## src/rtl/sfx_sequencer.sv

```systemverilog
// sfx_sequencer: walks a 16-entry note table and emits a 1-bit square wave.
// Each table byte holds a tone code [7:4] and a duration code [3:0].
// Tone 0 is a rest, tones 1..14 set the half-period, and tone 15 marks the end of the table.
// Every note is followed by a silent gap.
//
// state | meaning
// ------+--------------------------------------------------------------
// IDLE  | silent, note_idx held at 0, waiting for trigger
// PLAY  | current entry sounding (or resting) for its duration
// GAP   | silent spacing after the current entry before the next load
module sfx_sequencer #(
  parameter int           CLK_HZ      = 100_000_000,
  parameter int           TICK_CYCLES = 6_250_000,
  parameter int           TONE_BASE   = 1_000,
  parameter int           GAP_CYCLES  = 500_000,
  parameter logic [127:0] SEQ         = 128'h0
) (
  input  logic       clk,
  input  logic       reset,
  input  logic       enable,
  input  logic       trigger,
  input  logic       loop,
  output logic       audio_out,
  output logic       busy,
  output logic [3:0] note_idx,
  output logic       done
);

  localparam logic [1:0] S_IDLE = 2'd0;
  localparam logic [1:0] S_PLAY = 2'd1;
  localparam logic [1:0] S_GAP  = 2'd2;

  // The +1 keeps each width at one bit or more and covers the full maximum count.
  localparam int DUR_W  = $clog2(16 * TICK_CYCLES + 1);
  localparam int HALF_W = $clog2(15 * TONE_BASE + 1);
  localparam int GAP_W  = $clog2(GAP_CYCLES + 1);

  localparam logic [GAP_W-1:0] GAP_RELOAD = GAP_W'(GAP_CYCLES - 1);

  function automatic logic [3:0] f_tone(input logic [3:0] idx);
    return SEQ[{idx, 3'd4} +: 4];
  endfunction

  function automatic logic [3:0] f_dcode(input logic [3:0] idx);
    return SEQ[{idx, 3'd0} +: 4];
  endfunction

  // A rest or end marker never toggles, so its half-period reload is simply 0.
  function automatic logic [HALF_W-1:0] f_half(input logic [3:0] tone);
    if (tone == 4'd0 || tone == 4'hF) return '0;
    return HALF_W'(TONE_BASE * (16 - int'(tone)) - 1);
  endfunction

  logic [1:0]        r_state;
  logic [3:0]        r_note_idx;
  logic              r_audio;
  logic              r_done;
  logic [DUR_W-1:0]  r_dur_cnt;
  logic [HALF_W-1:0] r_half_cnt;
  logic [GAP_W-1:0]  r_gap_cnt;

  logic [3:0]        w_cur_tone;
  logic [HALF_W-1:0] w_cur_half;
  logic [3:0]        w_nxt_idx;
  logic              w_nxt_end;
  logic              w_e0_end;
  logic              w_load;
  logic [3:0]        w_ld_idx;
  logic              w_to_idle;
  logic              w_done_set;
  logic [3:0]        w_ld_tone;
  logic [3:0]        w_ld_dcode;
  logic [DUR_W-1:0]  w_ld_dur;
  logic [HALF_W-1:0] w_ld_half;

  assign w_cur_tone = f_tone(r_note_idx);
  assign w_cur_half = f_half(w_cur_tone);
  assign w_nxt_idx  = r_note_idx + 4'd1;
  assign w_nxt_end  = (r_note_idx == 4'hF) || (f_tone(w_nxt_idx) == 4'hF);
  assign w_e0_end   = (f_tone(4'd0) == 4'hF);

  assign w_ld_tone  = f_tone(w_ld_idx);
  assign w_ld_dcode = f_dcode(w_ld_idx);
  assign w_ld_dur   = DUR_W'((int'(w_ld_dcode) + 1) * TICK_CYCLES - 1);
  assign w_ld_half  = f_half(w_ld_tone);

  // Decide whether this cycle does one of three things: it loads an entry, it returns to IDLE, or the FSM keeps running.
  // Priority is enable, then trigger, then end of gap. Because trigger beats end of gap, a restart suppresses done.
  always_comb begin
    w_load     = 1'b0;
    w_ld_idx   = 4'd0;
    w_to_idle  = 1'b0;
    w_done_set = 1'b0;
    if (!enable) begin
      w_to_idle = 1'b1;
    end else if (trigger) begin
      if (w_e0_end) begin
        w_to_idle  = 1'b1;
        w_done_set = !loop;
      end else begin
        w_load = 1'b1;
      end
    end else if (r_state == S_GAP && r_gap_cnt == '0) begin
      if (!w_nxt_end) begin
        w_load   = 1'b1;
        w_ld_idx = w_nxt_idx;
      end else if (loop && !w_e0_end) begin
        w_load = 1'b1;
      end else begin
        w_to_idle  = 1'b1;
        w_done_set = !loop;
      end
    end
  end

  // Sequencer state, down-counters and the registered square-wave output.
  always_ff @(posedge clk or posedge reset) begin
    if (reset) begin
      r_state    <= S_IDLE;
      r_note_idx <= 4'd0;
      r_audio    <= 1'b0;
      r_done     <= 1'b0;
      r_dur_cnt  <= '0;
      r_half_cnt <= '0;
      r_gap_cnt  <= '0;
    end else begin
      r_done <= w_done_set;
      if (w_to_idle) begin
        r_state    <= S_IDLE;
        r_note_idx <= 4'd0;
        r_audio    <= 1'b0;
        r_dur_cnt  <= '0;
        r_half_cnt <= '0;
        r_gap_cnt  <= '0;
      end else if (w_load) begin
        r_state    <= S_PLAY;
        r_note_idx <= w_ld_idx;
        r_audio    <= 1'b0;
        r_dur_cnt  <= w_ld_dur;
        r_half_cnt <= w_ld_half;
        r_gap_cnt  <= '0;
      end else begin
        case (r_state)
          S_PLAY: begin
            if (r_dur_cnt == '0) begin
              r_state    <= S_GAP;
              r_gap_cnt  <= GAP_RELOAD;
              r_audio    <= 1'b0;
              r_half_cnt <= '0;
            end else begin
              r_dur_cnt <= r_dur_cnt - DUR_W'(1);
              if (w_cur_tone != 4'd0) begin
                if (r_half_cnt == '0) begin
                  r_audio    <= ~r_audio;
                  r_half_cnt <= w_cur_half;
                end else begin
                  r_half_cnt <= r_half_cnt - HALF_W'(1);
                end
              end
            end
          end
          // The gap end (count 0) is always handled above as a load or an idle transition.
          S_GAP: r_gap_cnt <= r_gap_cnt - GAP_W'(1);
          default: ;
        endcase
      end
    end
  end

  assign audio_out = r_audio;
  assign busy      = (r_state != S_IDLE);
  assign note_idx  = r_note_idx;
  assign done      = r_done;

endmodule
```

## config.mk

```make
export PLATFORM = sky130hd
export DESIGN_NAME = sfx_sequencer
export DESIGN_NICKNAME = d
export VERILOG_FILES = /design/src/rtl/sfx_sequencer.sv
export SDC_FILE = /design/constraint.sdc
export NUM_CORES = 1
export LEC_CHECK = 0
export ABC_AREA = 1
export CAP_MARGIN = 30
export CORE_MARGIN = 2
export CORE_UTILIZATION = 56
export CTS_BUF_LIST = sky130_fd_sc_hd__clkbuf_8 sky130_fd_sc_hd__clkbuf_16
export CTS_CLUSTER_DIAMETER = 80
export CTS_CLUSTER_SIZE = 8
export DETAILED_ROUTE_END_ITERATION = 6
export GPL_TIMING_DRIVEN = 0
export PLACE_DENSITY = 0.77
export SYNTH_ARGS = -nofsm -noshare
export SYNTH_HDL_FRONTEND = slang
export SYNTH_SLANG_ARGS = --single-unit
```

## constraint.sdc

```tcl
create_clock -name clk -period 1.8 [get_ports clk]
set_input_delay 0.27 -clock clk [delete_from_list [all_inputs] [get_ports clk]]
set_output_delay 0.27 -clock clk [all_outputs]
set_load 0.02 [all_outputs]
```

==> flow_summary.toml, run 1 <==
[power_and_ir_drop]
internal_power_mw = 2.16
p_clk_share_pct = 24.2
seqPwrFrac_pct = 39.6
combPwrFrac_pct = 36.2
p_per_area_mw_per_mm2 = 718
power.total_mw = 3.44
swShare_pct = 37.1
power.static_leakage_nw = 2.47
p_sw_mw = 1.28
peakVddDrop_v = 0.000407

[timing]
finalHoldWorstSlack_ns = 0.215
skew_ns = 0.0111
final_max_slew_viol_count = 0
min_period_ns = 1.86
hold_viol_final = 0
setup_slack_ns = -0.0573
max_clock_freq_mhz = 538
slew_headroom_pct = 60.3
tightest_slew_ns = 0.591
rsz0062_at_grt = "yes"
fin_crit_sh_pct = 103
setup_viol = 24

[detailed_routing]
postRouteAntennaNets = 0
first_pass_iters = 5
routedWlPerCell_um = 15.5
wirelength_um = 10500
drc = 0
vias = 3793
drt_iter0_drc = 261
routed_via_density = 5.62

[logic_synthesis]
synth_area_leaders = "dfrtp_1 35%, nand2_1 14%, nand3_1 9.3%"
ys_warn_count = 0
yosysTopAreaCellShare_pct = 34.8
seq_area_frac_synth_pct = 34.8
synth_top_cell_by_area = "dfrtp_1"
synthTopCellsByCount = "140 x nand2_1, 76 x nor2_1, 72 x nand3_1, 57 x inv_1, 54 x dfrtp_1"
ys_ff_latch = 54
syn-num-nets = 552
synthCells = 541
syn_avg_cell_area_sq_um = 7.17
ys.flop_type = "dfrtp_1"
async_flop_share_pct = 100
post_synth_instance_area_sq_mm = 0.00388
ys_types = 30
synth_most_common_cell = "nand2_1"
synth_edf_count = 0

[setup_path]
cpPeakStageDelay_ns = 0.41
crit_top_cell = "nand2_1"
end_kind = "register"
crit_required_ns = 2.02
crit_fanout = 10
startpoint_type = "register"
worstPathCellList = "ha_2 -> nand2_1 -> nor2_2 -> nand2_2 -> nand4_2 -> nand2_4 -> nand2_4 -> buf_4 -> nand3_1 -> nand2_1 -> nand2_1"
cp_slowest_cell = "dfrtp_1"
path_class = "register to register"
crit_arrival_ns = 2.07

[placed_design]
portBuffers = 11
finalWeightedCongestion = 0.939
dp_hpwl_um = 6510

[grt]
antenna_found_initial = 0
grt_max_degree = 42
grt_pass1_vias = 3496
grt_pass1_wl_um = 16000
grt-ovfl-total = 0
track_usage_pct = 26.3

[floorplanning]
ios = 12
std_cell_rows = 30
core_area_sq_mm = 0.00676
die_area_sq_mm = 0.00761
die_y_um = 87.2
die_w_um = 87.2
start_util_pct = 57.4

[finish]
areaGrowthSynthToFinish_pct = 23.6
antennaDiodeCount = 0
nets = 605
layout-drive-gt1-share_pct = 27.7
final_core_util_pct = 71.0

[run]
cap_violations = 0

[run_status]
outcome = "finished with violations"
violations = "negative setup slack"

[cts]
cts_tree = "built"
cts_max_path_buffers = 2
numCtsBuffers = 5
clock_latency_ns = 0.32
cts.hold.buffers_added = 0
clk_pin_slew_ns = 0.10
numClockSinks = 54
htreeDepth = 2
root_buffer = "clkbuf_8"

[worst_hold_path]
hold_class = "input port to asynchronous set/reset pin"
==> power by group through the flow <==
stage,clock network [mW],registers (mW),logic [mW]
finish,0.833,1.36,1.25
global route,0.893,1.37,1.36
CTS,0.841,1.35,1.05
detailed placement,0,1.37,0.963
global placement,0,1.37,0.940
floorplan,0,1.35,0.766
==> final timing paths <==
check / slack, ns / cells past startpoint / end / from
max: -0.06 / 11 / r_dur_cnt[2] / note_idx[1]
min: 0.22 / 2 / note_idx[3] / reset
max reg2reg: -0.06 / 11 / r_dur_cnt[2] / note_idx[1]
min reg2reg: 0.51 / 2 / audio_out / audio_out
max in group asynchronous: 1.04 / 3 / r_dur_cnt[19] / reset
min in group clk: 0.51 / 2 / audio_out / audio_out
==> sequential cells by signal (all words and copies together) (netlist names) <==
signal,cells
r_dur_cnt,27
note_idx,4
audio_out,1
done,1
r_state,2
r_gap_cnt,19
==> worst max-delay path, delay by kind of cell (launching register included) <==
family | cells | cell delay [ns]
simple gates | 9 | 0.94
flops | 1 | 0.41
fa+ha+maj | 1 | 0.20
buf+inv | 1 | 0.20
==> cells by family after synthesis <==
group           count (synthesis)  share of synthesized area (%)
fa+ha+maj                       6                           1.93
simple gates                  371                           47.6
compound gates                 27                           3.97
buf+inv                        76                           10.1
flops                          54                           34.8
xor+xnor                        7                           1.58
==> timing repair <==
item / 4_1_cts / 5_1_grt
pin swaps: 12 / 20
buffers inserted: 16 / 14
gates cloned: 1 / 3
gates resized for setup: 25 / 65
setup endpoints to repair: 54 / 49
==> cell usage in the layout (no fill, tap or decap), drive strengths merged <==
cell type / instances
xnor2: 2
nand2: 149
nor2: 95
a21oi: 7
bufinv: 1
dfrtp: 54
nand3b: 2
dlygate4sd2: 1
nor3: 7
clkinvlp: 1
o21bai: 2
inv: 59
clkbuf: 7
or2: 5
xor2: 5
nor4: 1
clkdlybuf4s50: 10
o21ai: 17
ha: 6
o31ai: 1
nand4: 20
nand3: 93
buf: 50
==> final cells by class <==
type	count	area (sq um)
repair buffers	45	415
inverters	58	223
well taps	80	100
multi-input cells	412	2370
fillers	517	1960
plain buffers	18	223
clock buffers	5	68.8
clock inverters	3	41.3
flip-flops and latches	54	1360
==> metal layers <==
layer	vias up	track usage (%)	wire, um
li1	1845	-	-
met1	1758	33.1	4130
met2	157	47.2	5360
met3	33	3.13	615
met4	0	7.69	345
met5	-	0	0
==> stage by stage <==
stage	setup slack [ns]	instance area, sq um	TNS (ns)	instances
floorplan	0.0487	3880	0	541
global placement	-0.830	4090	-53.54	632
detailed placement	-0.238	4110	-9.81	633
CTS	-0.00550	4430	-0.00667	658
global route	-0.187	4800	-5.04	675
finish	-0.0573	4800	-0.349	675
Note: power is estimated with default switching activity, not from simulation.
==> run 2: changes to the inputs <==
- SLEW_MARGIN: default -> 20
==> run 2 against run 1 <==
The flow still finishes with violations (negative setup slack); design area grew 3.0%; first-iteration DRC count grew 15%; via count grew 3.2%; register-to-register slack lost 0.04 ns; largest cell class unchanged; largest power group unchanged.
==> flow_summary.toml, run 2 (same netlist as run 1, synthesis figures left out) <==
[timing]
rsz0062_at_grt = "yes"
slew_headroom_pct = 54.7
final_max_slew_viol_count = 0
skew_ns = 0.0163
setup_viol = 40
tightest_slew_ns = 0.680
min_period_ns = 1.90
finalSetupTns_ns = -2.19
max_clock_freq_mhz = 527
hold_viol_final = 0
fin_crit_sh_pct = 105
setup_slack_ns = -0.0963

[floorplanning]
die_area_sq_mm = 0.00761
die_y_um = 87.2
core_area_sq_mm = 0.00676
ios = 12
std_cell_rows = 30
start_util_pct = 57.4
die_w_um = 87.2

[finish]
areaGrowthSynthToFinish_pct = 27.3
mostFrequentLayoutCells = "128 x nand2_1, 60 x nor2_1, 57 x nand3_1"
largest_reg_flops = 27
multi_input_area_sq_mm = 0.00242
fill_cells = 501
regArea_sq_mm = 0.00136
antennaDiodeCount = 0
layout-drive-gt1-share_pct = 30.6
final_common_cell = "nand2_1"
nets = 611
final_cells = 681
top_register = "r_dur_cnt"

[detailed_routing]
first_pass_iters = 7
routed_via_density = 5.75
vias = 3913
wirelength_um = 11100
drt_iter0_drc = 301
postRouteAntennaNets = 0
routedWlPerCell_um = 16.3
drc = 0

[cts]
cts_tree = "built"
htreeDepth = 2
numCtsBuffers = 5
clock_latency_ns = 0.32
numClockSinks = 54
root_buffer = "clkbuf_8"
cts.hold.buffers_added = 0
clk_pin_slew_ns = 0.11
cts_max_path_buffers = 2

[run_status]
violations = "negative setup slack"
outcome = "finished with violations"

[setup_path]
startpoint_type = "register"
crit_fanout = 7
end_kind = "register"
path_class = "register to register"
crit_arrival_ns = 2.15
crit_required_ns = 2.05

[grt]
antenna_found_initial = 0
grt-ovfl-total = 0
grt_pass1_vias = 3485
track_usage_pct = 26.9
grt_pass1_wl_um = 16200
grt_max_degree = 55

[power_and_ir_drop]
peakVddDrop_v = 0.000329
power.total_mw = 3.45
combPwrFrac_pct = 35.7
internal_power_mw = 2.15
p_sw_mw = 1.30
swShare_pct = 37.7
p_clk_share_pct = 24.9
p_per_area_mw_per_mm2 = 698
power.static_leakage_nw = 2.52
seqPwrFrac_pct = 39.4

[placed_design]
finalWeightedCongestion = 0.939
portBuffers = 11
place_ws_ns = -0.231
place_inst = 632
dp_hpwl_um = 6420

[run]
cap_violations = 0

[worst_hold_path]
hold_class = "input port to asynchronous set/reset pin"
[run 2: changes by cell type in the layout (fill, tap and decap cells not counted), sizes merged]
cell and delta:
inv -1, clkinvlp +1, clkbuf +1, clkdlybuf4s50 -1
dlymetal6s2s +1, buf +5
[run 2: final cells by class]
type / instances / share of cell area (%)
tap: 80 / 2.03
buffer: 18 / 4.46
clock inverter: 3 / 0.912
timing repair buffer: 51 / 10.1
clock buffer: 5 / 1.39
multi-input combinational: 412 / 49.1
inverter: 58 / 4.56
sequential: 54 / 27.5
[run 2: per-stage QoR]
step	utilization, %	instance area (sq um)	hold slack (ns)
floorplan	-	3880	0.438
global placement	60.5	4090	0.487
detailed placement	60.6	4090	0.489
CTS	66.2	4470	0.427
global route	73.1	4940	0.463
finish	73.1	4940	0.396
[run 2: what timing repair did]
item | 4_1_cts | 5_1_grt
setup endpoints to repair | 54 | 50
resized for setup | 29 | 73
gates cloned | 2 | 3
pin swaps | 10 | 21
setup buffers | 18 | 18
[run 2: power groups by stage]
stage               Clock [mW]  Sequential, mW  Combinational, mW
global placement             0            1.37              0.940
global route             0.921            1.37               1.35
floorplan                    0            1.35              0.766
detailed placement           0            1.37              0.959
finish                   0.858            1.36               1.23
CTS                      0.868            1.35               1.04
[run 2: path summary, 6_finish.rpt]
path	start	to	slack (ns)	depth (start not counted)
max	note_idx[0]	r_gap_cnt[15]	-0.1	11
min	reset	r_dur_cnt[4]	0.40	2
max reg2reg	note_idx[0]	r_gap_cnt[15]	-0.1	11
min reg2reg	audio_out	audio_out	0.50	2
max in group asynchronous	reset	r_gap_cnt[14]	0.89	2
min in group clk	audio_out	audio_out	0.50	2
[run 2: layer usage]
layer  up-vias  global-route usage (%)  share of wire [%]
met1      1863                    34.1                 40
met4         0                    8.11                3.8
met5         -                       0                  0
li1       1856                       -                  -
met2       154                    48.0                 51
met3        40                    3.13                5.9
[run 2: worst max-delay path, cell delays in order, from the launching register on]
cell and delay (ns):
dfrtp_1 0.38, ha_2 0.20, nand2_2 0.07, nor2_4 0.15
nand2_4 0.08, nand4_4 0.10, nand2_4 0.09, buf_12 0.15
nor2_8 0.25, clkbuf_16 0.22, nand3_2 0.06, nand2_1 0.08
==> run 3: changes to the inputs <==
- HOLD_SLACK_MARGIN: default -> 0.08
==> results of run 3 <==
No change in the layout: final DEF, timing and power equal those of run 2.
